**config.mk**
```make
export PLATFORM = sky130hd
export DESIGN_NAME = bin_sequencer_flat
export DESIGN_NICKNAME = d
export VERILOG_FILES = /design/src/rtl/bin_seq_pkg.sv /design/src/rtl/bin_seq_if.sv /design/src/rtl/bin_phase_watch.sv /design/src/rtl/bin_sequencer.sv /design/src/flat_wrapper.sv
export SDC_FILE = /design/constraint.sdc
export NUM_CORES = 1
export LEC_CHECK = 0
export CAP_MARGIN = 20
export CORE_ASPECT_RATIO = 0.75
export CORE_MARGIN = 2
export CORE_UTILIZATION = 56
export DETAILED_ROUTE_END_ITERATION = 6
export PLACE_DENSITY = 0.85
export SYNTH_ARGS = -nofsm -noshare
export SYNTH_HDL_FRONTEND = slang
export SYNTH_SLANG_ARGS = --single-unit
```
**constraint.sdc**
```tcl
create_clock -name bin_clk -period 6.57 [get_ports bin_clk]
set_input_delay 0.9855 -clock bin_clk [delete_from_list [all_inputs] [get_ports bin_clk]]
set_output_delay 0.9855 -clock bin_clk [all_outputs]
set_load 0.01 [all_outputs]
```
**src/rtl/bin_seq_pkg.sv**
```systemverilog
// Shared definitions for the bin_sequencer run controller.
// Holds the FSM state enum, the state_led status codes, the default frame and
// timeout sizes, and small helpers that decode a state into busy / LED code.
package bin_seq_pkg;

    typedef enum logic [2:0] {
        StIdle,
        StInitPulse,
        StInitWait,
        StBinPulse,
        StBinWait,
        StDone,
        StError
    } state_e;

    localparam logic [1:0] LedIdle = 2'b00;
    localparam logic [1:0] LedInit = 2'b01;
    localparam logic [1:0] LedBin  = 2'b10;
    localparam logic [1:0] LedEnd  = 2'b11;

    localparam int unsigned DefImgPixels = 65536;
    localparam int unsigned DefTimeout   = 70000;

    function automatic logic is_busy(state_e s);
        return s inside {StInitPulse, StInitWait, StBinPulse, StBinWait};
    endfunction

    function automatic logic [1:0] led_code(state_e s);
        case (s)
            StInitPulse, StInitWait: return LedInit;
            StBinPulse, StBinWait:   return LedBin;
            StDone, StError:         return LedEnd;
            default:                 return LedIdle;
        endcase
    endfunction

endpackage

```
**src/rtl/bin_seq_if.sv**
```systemverilog
// Datapath-side bundle between bin_sequencer and the binarization datapath.
//   pixel_address : address the datapath is currently driving
//   int_ctrl      : init pulse to the datapath
//   bin_ctrl      : binarize pulse to the datapath
//   thres_length  : threshold held for the whole run
// master = sequencer side, slave = datapath side.
interface bin_seq_if #(
    parameter int unsigned ADDR_W = 16
);
    logic [ADDR_W-1:0] pixel_address;
    logic              int_ctrl;
    logic              bin_ctrl;
    logic [7:0]        thres_length;

    modport master (
        input  pixel_address,
        output int_ctrl,
        output bin_ctrl,
        output thres_length
    );

    modport slave (
        output pixel_address,
        input  int_ctrl,
        input  bin_ctrl,
        input  thres_length
    );
endinterface

```
**src/rtl/bin_phase_watch.sv**
```systemverilog
// Sweep-completion watcher shared by both WAIT states.
//   bin_clk, rst_n : clock, synchronous active-low reset
//   clear          : pulse on WAIT-state entry; zeroes armed flag and counter
//   active         : high while the FSM sits in a WAIT state
//   pixel_address  : datapath address
//   complete       : armed and the last address is seen this cycle
//   timeout        : the wait counter reaches TIMEOUT at the next edge
module bin_phase_watch
    import bin_seq_pkg::*;
#(
    parameter int unsigned ADDR_W     = 16,
    parameter int unsigned IMG_PIXELS = DefImgPixels,
    parameter int unsigned TIMEOUT    = DefTimeout
) (
    input  logic              bin_clk,
    input  logic              rst_n,
    input  logic              clear,
    input  logic              active,
    input  logic [ADDR_W-1:0] pixel_address,
    output logic              complete,
    output logic              timeout
);
    localparam int unsigned       CntW     = $clog2(TIMEOUT + 1);
    localparam logic [ADDR_W-1:0] LastAddr = ADDR_W'(IMG_PIXELS - 1);

    logic            armed_q, armed_d;
    logic [CntW-1:0] cnt_q, cnt_d;
    logic            at_last;

    always_comb begin
        at_last = (pixel_address == LastAddr);
        armed_d = armed_q;
        cnt_d   = cnt_q;
        if (clear) begin
            armed_d = 1'b0;
            cnt_d   = '0;
        end else if (active) begin
            // A stale last address at entry must not count as completion.
            if (!at_last) armed_d = 1'b1;
            if (cnt_q != CntW'(TIMEOUT)) cnt_d = cnt_q + 1'b1;
        end
        complete = active && armed_q && at_last;
        // Fires on the edge where the counter would become TIMEOUT.
        timeout  = active && (cnt_q == CntW'(TIMEOUT - 1));
    end

    always_ff @(posedge bin_clk) begin
        if (!rst_n) begin
            armed_q <= 1'b0;
            cnt_q   <= '0;
        end else begin
            armed_q <= armed_d;
            cnt_q   <= cnt_d;
        end
    end
endmodule

```
**src/rtl/bin_sequencer.sv**
```systemverilog
// Run controller for the binarization datapath: init pulse, wait for sweep,
// binarize pulse, wait for sweep, then DONE (or ERROR on timeout).
//   bin_clk, rst_n : clock, synchronous active-low reset
//   start, abort   : run request / cancel (level-sampled)
//   skip_init      : at start, go straight to the binarize pulse
//   thres_in       : threshold source, latched at start
//   dp             : datapath bundle (pixel_address in; pulses, threshold out)
//   busy, done, error, state_led : registered status
module bin_sequencer
    import bin_seq_pkg::*;
#(
    parameter int unsigned PULSE_LEN  = 10,
    parameter int unsigned IMG_PIXELS = DefImgPixels,
    parameter int unsigned ADDR_W     = 16,
    parameter int unsigned TIMEOUT    = DefTimeout
) (
    input  logic       bin_clk,
    input  logic       rst_n,
    input  logic       start,
    input  logic       abort,
    input  logic       skip_init,
    input  logic [7:0] thres_in,
    bin_seq_if.master  dp,
    output logic       busy,
    output logic       done,
    output logic       error,
    output logic [1:0] state_led
);
    localparam int unsigned PW = $clog2(PULSE_LEN + 1);

    state_e          state_q, state_d;
    logic [PW-1:0]   pcnt_q, pcnt_d;
    logic [7:0]      thres_q, thres_d;
    logic            int_q, bin_q, busy_q, done_q, error_q;
    logic [1:0]      led_q;
    logic            watch_clear, watch_active, complete, timeout;

    bin_phase_watch #(
        .ADDR_W    (ADDR_W),
        .IMG_PIXELS(IMG_PIXELS),
        .TIMEOUT   (TIMEOUT)
    ) u_watch (
        .bin_clk      (bin_clk),
        .rst_n        (rst_n),
        .clear        (watch_clear),
        .active       (watch_active),
        .pixel_address(dp.pixel_address),
        .complete     (complete),
        .timeout      (timeout)
    );

    always_comb begin
        state_d = state_q;
        pcnt_d  = pcnt_q;
        thres_d = thres_q;

        case (state_q)
            StIdle, StDone, StError: begin
                if (start) begin
                    state_d = skip_init ? StBinPulse : StInitPulse;
                    thres_d = thres_in;
                end
            end
            StInitPulse: if (pcnt_q == PW'(PULSE_LEN)) state_d = StInitWait;
            StBinPulse:  if (pcnt_q == PW'(PULSE_LEN)) state_d = StBinWait;
            StInitWait: begin
                if (complete)     state_d = StBinPulse;
                else if (timeout) state_d = StError;
            end
            StBinWait: begin
                if (complete)     state_d = StDone;
                else if (timeout) state_d = StError;
            end
            default: state_d = StIdle;
        endcase

        if (is_busy(state_q) && abort) state_d = StIdle;

        // Pulse counter starts at 1 on entry so the pulse lasts PULSE_LEN cycles.
        if (state_d == StInitPulse || state_d == StBinPulse) begin
            if (state_d != state_q)               pcnt_d = PW'(1);
            else if (pcnt_q != PW'(PULSE_LEN))    pcnt_d = pcnt_q + 1'b1;
        end

        watch_active = (state_q == StInitWait) || (state_q == StBinWait);
        watch_clear  = ((state_d == StInitWait) || (state_d == StBinWait)) &&
                       (state_d != state_q);
    end

    // Outputs are registered from the next state so they line up with it.
    always_ff @(posedge bin_clk) begin
        if (!rst_n) begin
            state_q <= StIdle;
            pcnt_q  <= '0;
            thres_q <= '0;
            int_q   <= 1'b0;
            bin_q   <= 1'b0;
            busy_q  <= 1'b0;
            done_q  <= 1'b0;
            error_q <= 1'b0;
            led_q   <= LedIdle;
        end else begin
            state_q <= state_d;
            pcnt_q  <= pcnt_d;
            thres_q <= thres_d;
            int_q   <= (state_d == StInitPulse);
            bin_q   <= (state_d == StBinPulse);
            busy_q  <= is_busy(state_d);
            done_q  <= (state_d == StDone) && (state_q != StDone);
            error_q <= (state_d == StError);
            led_q   <= led_code(state_d);
        end
    end

    assign dp.int_ctrl     = int_q;
    assign dp.bin_ctrl     = bin_q;
    assign dp.thres_length = thres_q;
    assign busy            = busy_q;
    assign done            = done_q;
    assign error           = error_q;
    assign state_led       = led_q;
endmodule

```
**src/flat_wrapper.sv**
```systemverilog
// flat-port wrapper written by rule: the top's interface ports become plain ports
module bin_sequencer_flat import bin_seq_pkg::*;
#(
    parameter int unsigned PULSE_LEN  = 10,
    parameter int unsigned IMG_PIXELS = DefImgPixels,
    parameter int unsigned ADDR_W     = 16,
    parameter int unsigned TIMEOUT    = DefTimeout
)
  (bin_clk, rst_n, start, abort, skip_init, thres_in, busy, done, error, state_led, dp_pixel_address, dp_int_ctrl, dp_bin_ctrl, dp_thres_length);
  bin_seq_if #(.ADDR_W(ADDR_W)) dp_i ();
  input  logic bin_clk;
  input  logic rst_n;
  input  logic start;
  input  logic abort;
  input  logic skip_init;
  input  logic [7:0] thres_in;
  output logic busy;
  output logic done;
  output logic error;
  output logic [1:0] state_led;
  input wire logic [$bits(dp_i.pixel_address)-1:0] dp_pixel_address;
  output wire logic [$bits(dp_i.int_ctrl)-1:0] dp_int_ctrl;
  output wire logic [$bits(dp_i.bin_ctrl)-1:0] dp_bin_ctrl;
  output wire logic [$bits(dp_i.thres_length)-1:0] dp_thres_length;
  assign dp_i.pixel_address = dp_pixel_address;
  assign dp_int_ctrl = dp_i.int_ctrl;
  assign dp_bin_ctrl = dp_i.bin_ctrl;
  assign dp_thres_length = dp_i.thres_length;
  bin_sequencer #(.PULSE_LEN(PULSE_LEN), .IMG_PIXELS(IMG_PIXELS), .ADDR_W(ADDR_W), .TIMEOUT(TIMEOUT)) u_core (.bin_clk(bin_clk), .rst_n(rst_n), .start(start), .abort(abort), .skip_init(skip_init), .thres_in(thres_in), .dp(dp_i), .busy(busy), .done(done), .error(error), .state_led(state_led));
endmodule
```
==> impl_metrics.tcl, run 1 <==
set metrics [dict create \
    wl_per_cell_um 14.6 \
    cts_sinks 40 \
    clockRootBuffer "clkbuf_8" \
    worst_pin_slew_ns 0.999 \
    fin_tns_setup_ns 0 \
    cp.required_ns 6.70 \
    cts_made_buffers 5 \
    clock_skew_ns 0.00835 \
    cp_slowest_stage_delay_ns 0.80 \
    hold_class "flip-flop to flip-flop" \
    yosys.area.top_type "dfxtp_1" \
    ff2ff_path_depth 7 \
    cts.path.max_buffers 2 \
    syn_nets 290 \
    port_buffers 43 \
    grt_usage 0.232 \
    grt_pass1_wl_mm 8.47 \
    yosysMostFrequentCell "dfxtp_1" \
    yosysSeqAreaShare 0.349 \
    grt_pass1_vias 1777 \
    area_growth_pct 21.2 \
    htreeDepth 2 \
    syn_avg_cell_area_um2 8.93 \
    arrival_ns 4.01 \
    core_area_um2 4000 \
    fmax_ghz 0.257 \
    drt_iter0_drc 197 \
    dr.pass1.iters 4 \
    drive_above_1_share 0.105 \
    synth_commonest_cells "dfxtp_1 (40), nand2_1 (23), nor2_1 (20), nand4_1 (15), nor3_1 (14)" \
    postSynth.asyncResetShare 0 \
    antenna_cells 0 \
    finalCriticalPeriod_ns 3.88 \
    clk_pin_slew_ns 0.08 \
    synth_warnings 0 \
    setup_viol 0 \
    grt_max_degree 30 \
    r2r_start "u_core.state_q[2]" \
    finish.utilization 0.695 \
    vias_per_cell 5.81 \
    crit_type "input pin to flip-flop" \
    postCtsSetupBuffers 0 \
    start_util 0.573 \
    end_kind "flip-flop" \
    vias 2038 \
    r2r_slack_ns 3.18 \
    nets 328 \
    critical_path.cell_chain "clkdlybuf4s50_1 > nand4_1 > nor4_1 > a311oi_1 > a31oi_1 > xor2_1 > a211oi_4 > nor3_1" \
    cts_tree "built" \
    crit_start "dp_pixel_address[12]" \
    p_per_area_nw_per_um2 291 \
    cpMaxStageDelayCell "a211oi_4" \
    crit_path_end "u_core.u_watch.cnt_q[2]" \
    die_h_um 59.4 \
    synth.distinct_cells 58 \
    synthCells 257 \
    worst_slew_margin_rel 0.333 \
    drv_slew 0 \
    start_kind "input pin" \
    grt_overflow 0 \
    synth_area_leaders "dfxtp_1 (35%), mux2i_1 (4.8%), nand4_1 (4.1%)" \
    fill_cells 338 \
    synth-seq-cells 40 \
    routabilityCongestion 0.931 \
    drc 0 \
    num_io_pins 44 \
    core.rowCount 20 \
    peakVddDrop_mv 0.151 \
    reg2reg_to "u_core.u_watch.cnt_q[2]" \
    leakage_nw 0.972 \
    worstPathMaxFanout 18 \
    die_w_um 77.9 \
    hpwlAfterDp_mm 3.80 \
    finalHoldViolCount 0 \
    placedCellCount 343 \
    status "complete, no violations" \
    ctsHoldBuffers 0 \
    die_area_um2 4630 \
    synth_flop_cell "dfxtp_1" \
    drv_cap 0 \
    rsz0062_at_grt "false" \
    synth_edf_count 0 \
    antenna_left 0 \
    postCtsResizedCells 0 \
    clk_latency_ns 0.29 \
    stdcell_count 351 \
    final.period_utilization 0.591 \
    drt-total-wl_mm 5.14 \
    synth_area_um2 2290 \
    netlist.area_leader.share 0.349 \
    antenna_found_initial 0 \
    whs_ns 0.495 \
]
## power breakdown
group          switching, W  internal [W]  total [W]
logic              0.000183      0.000148   0.000331
registers         0.0000427      0.000278   0.000320
clock network     0.0000831     0.0000739   0.000157
total              0.000309      0.000500   0.000809
## worst max-delay path, delay by kind of cell
kind	cells	cell delay [ns]
simple gates	3	0.78
compound gates	3	1.59
xor+xnor	1	0.18
buf+inv	1	0.46
## final cells by class
cell class              instances  area (um^2)  share of cell area
inverters                       6         22.5             0.00810
flip-flops and latches         40          801               0.288
well taps                      55         68.8              0.0247
multi-input cells             199         1370               0.493
clock buffers                   5         68.8              0.0247
repair buffers                 43          430               0.155
clock inverters                 3         18.8             0.00675
## routing by layer
metal  up-vias  share of wire  global-route usage
li1       1004              -                   -
met1       955           0.48               0.321
met2        74           0.45               0.384
met3         5          0.074              0.0518
met4         0         0.0041              0.0376
met5         -              0                   0
## per-stage QoR
stage                     area [um^2]  total power (W)  setup slack [ns]
after floorplan                  2290         0.000576              3.54
after global placement           2690         0.000646              2.53
after detailed placement         2690         0.000656              2.46
after CTS                        2780         0.000814              2.74
after global routing             2780         0.000864              2.42
final                            2780         0.000809              2.69
## cells by family (layout without fill, tap and decap cells)
kind of cell,after synthesis,after routing,synth area share
mux,13,13,0.0611
flops,40,40,0.349
buf+inv,18,57,0.0534
fa+ha+maj,4,4,0.0218
simple gates,128,128,0.327
xor+xnor,19,19,0.0758
compound gates,35,35,0.112
## state kept, by name, summed over array words and instances, names as in the netlist
register / flops
u_core.busy: 1
u_core.done: 1
u_core.dp.bin_ctrl: 1
u_core.dp.int_ctrl: 1
u_core.dp.thres_length: 8
u_core.error: 1
u_core.pcnt_q: 4
u_core.state_led: 2
u_core.state_q: 3
u_core.u_watch.armed_q: 1
u_core.u_watch.cnt_q: 17
## cells in the final DEF, fill, tap and decap left out, types with 3 or more instances in the layout
cell and n:
a21oi_1 9, a31oi_1 3, and2_1 4, clkbuf_8 5
clkdlybuf4s50_1 43, dfxtp_1 40, ha_1 4, inv_1 6
mux2i_1 11, nand2_1 23, nand2b_1 3, nand3_1 10
nand3b_1 3, nand4_1 15, nand4b_1 3, nor2_1 20
nor2_2 6, nor3_1 14, nor3_2 5, o211ai_1 3
o21ai_0 8, xnor2_1 8, xor2_1 10
## how the worst min path moves through the flow
stage	start	to	slack [ns]	cells after the start
after global placement	u_core.dp.thres_length[4]	u_core.dp.thres_length[4]	0.47	2
after CTS	u_core.dp.thres_length[6]	u_core.dp.thres_length[6]	0.50	2
after detailed placement	u_core.dp.thres_length[6]	u_core.dp.thres_length[6]	0.48	2
after floorplan	u_core.pcnt_q[0]	u_core.pcnt_q[0]	0.46	1
final	u_core.dp.thres_length[1]	u_core.dp.thres_length[1]	0.49	2
after global routing	u_core.dp.thres_length[1]	u_core.dp.thres_length[1]	0.52	2
(Power assumes the default switching activity.)
==> run 2: changes to the inputs <==
- CORE_UTILIZATION: 56 -> 47
- PLACE_DENSITY: 0.85 -> 0.76
- clock period: 6.57 -> 3.2 ns (I/O delays scaled with it)
==> run 2 against run 1 <==
Net effect: sequential share of layout area decreased by 1.1 points; final cell count increased by 2.8%; via count up 1.4%; sequential power rose by 100%; first-iteration DRC count shrank 40%; power rose by 130%; utilization is 6.3 points lower; non-clock buffer count increased by 8; register-to-register slack worse by 2.8 ns; global-route usage is 2.3 points lower; final area is 3.9% higher; critical path type is now flip-flop to flip-flop; critical endpoint is now u_core.u_watch.cnt_q[5]; largest cell class unchanged; largest power group unchanged.
==> impl_metrics.tcl, run 2 (synthesized netlist as in run 1, its figures left out) <==
set metrics [dict create \
    num_io_pins 44 \
    worst_pin_slew_ns 0.663 \
    place_ws_ns 0.186 \
    hold_class "flip-flop to flip-flop" \
    hpwlAfterDp_mm 3.95 \
    rsz0062_at_grt "false" \
    largest_register "u_core.u_watch.cnt_q" \
    fin_ws_ns 0.380 \
    nets 336 \
    die_h_um 64.5 \
    p_per_area_nw_per_um2 642 \
    stdcell_count 361 \
    cp_top_family "compound AO/OA/AOI/OAI gates" \
    finalCriticalPeriod_ns 2.82 \
    peakVddDrop_mv 0.466 \
    postCtsResizedCells 0 \
    mostFrequentLayoutCell "clkdlybuf4s50_1" \
    postCtsSetupBuffers 0 \
    vias_per_cell 5.73 \
    clk_latency_ns 0.31 \
    vias 2067 \
    critical_path.cell_chain "mux2_4 > a221oi_2 > o211ai_1 > or2_0 > and4_1 > a211oi_4 > buf_12 > nor3_1" \
    core_area_um2 4570 \
    start_kind "flip-flop" \
    cts_made_buffers 5 \
    cp_slowest_stage_delay_ns 0.75 \
    wl_per_cell_um 15.0 \
    antenna_found_initial 0 \
    critPathBufInv 1 \
    arrival_ns 3.01 \
    die_area_um2 5460 \
    placedCellCount 353 \
    drt_iter0_drc 119 \
    status "complete, no violations" \
    leakage_nw 1.03 \
    clockRootBuffer "clkbuf_8" \
    worst_slew_margin_rel 0.555 \
    drt-total-wl_mm 5.42 \
    grt_usage 0.210 \
    final_cell_mix "clkdlybuf4s50_1 (43), dfxtp_1 (40), nand2_1 (23)" \
    port_buffers 43 \
    grt_overflow 0 \
    cts.path.max_buffers 2 \
    cts_tree "built" \
    finalHoldViolCount 0 \
    area_growth_pct 26.0 \
    ctsHoldBuffers 0 \
    clock_skew_ns 0.00898 \
    grt_pass1_wl_mm 9.12 \
    drc 0 \
    htreeDepth 2 \
    grt_pass1_vias 1925 \
    antenna_cells 0 \
    setup_viol 0 \
    fin_tns_setup_ns 0 \
    routabilityCongestion 0.890 \
    cpMaxStageDelayCell "dfxtp_1" \
    end_kind "flip-flop" \
    die_w_um 84.7 \
    worstPathMaxFanout 18 \
    antenna_left 0 \
    clk_pin_slew_ns 0.08 \
    drive_above_1_share 0.128 \
    final.period_utilization 0.881 \
    drv_slew 0 \
    dr.pass1.iters 4 \
    largest_reg_flops 17 \
    start_util 0.502 \
    grt_max_degree 19 \
    core.rowCount 21 \
    cp.required_ns 3.39 \
    drv_cap 0 \
    crit_type "flip-flop to flip-flop" \
    fmax_ghz 0.355 \
    cts_sinks 40 \
]
-- run 2: cell count changes in the layout (fill, tap and decap cells not counted) --
cell	change
buf_12	+1
buf_4	+7
bufinv_16	+1
clkbuf_8	+1
clkinv_2	-2
-- run 2: area by class of cell --
type                            instances  area, um^2
Clock buffer                            6        82.6
Clock inverter                          2        38.8
Fill cell                             394        1680
Inverter                                6        22.5
Multi-Input combinational cell        199        1370
Sequential cell                        40         801
Tap cell                               57        71.3
Timing Repair Buffer                   51         503
-- run 2: power breakdown --
part | switching (W) | internal [W]
clock | 0.000190 | 0.000255
sequential | 0.0000811 | 0.000570
combinational | 0.000402 | 0.000357
total | 0.000674 | 0.00118
-- run 2: metrics by stage --
step	hold WS [ns]	power, W	cell area [um^2]	utilization
after floorplan	0.459	0.00118	2290	-
after global placement	0.472	0.00140	2770	0.606
after global routing	0.514	0.00196	2890	0.632
final	0.499	0.00186	2890	0.632
after CTS	0.501	0.00186	2890	0.632
after detailed placement	0.481	0.00141	2770	0.606
-- run 2: path summary, 6_finish.rpt --
path / from / to / slack [ns] / cells past startpoint
max reg2reg: u_core.state_q[2] / u_core.u_watch.cnt_q[5] / 0.38 / 8
min: u_core.pcnt_q[1] / u_core.pcnt_q[1] / 0.50 / 2
max: u_core.state_q[2] / u_core.u_watch.cnt_q[5] / 0.38 / 8
min reg2reg: u_core.pcnt_q[1] / u_core.pcnt_q[1] / 0.50 / 2
-- run 2: worst reg2reg max path, stage by stage (launching register included) --
cell and delay, ns:
dfxtp_1 0.75, mux2_4 0.37, a221oi_2 0.30, o211ai_1 0.20, or2_0 0.24, and4_1 0.27
a211oi_4 0.30, buf_12 0.20, nor3_1 0.07
-- run 2: routing by layer --
layer  vias up  share of wire  global-route usage
met2        63           0.43               0.325
met4         0          0.019              0.0873
met3        10          0.072              0.0573
met1       967           0.47               0.277
li1       1027              -                   -
met5         -              0                   0
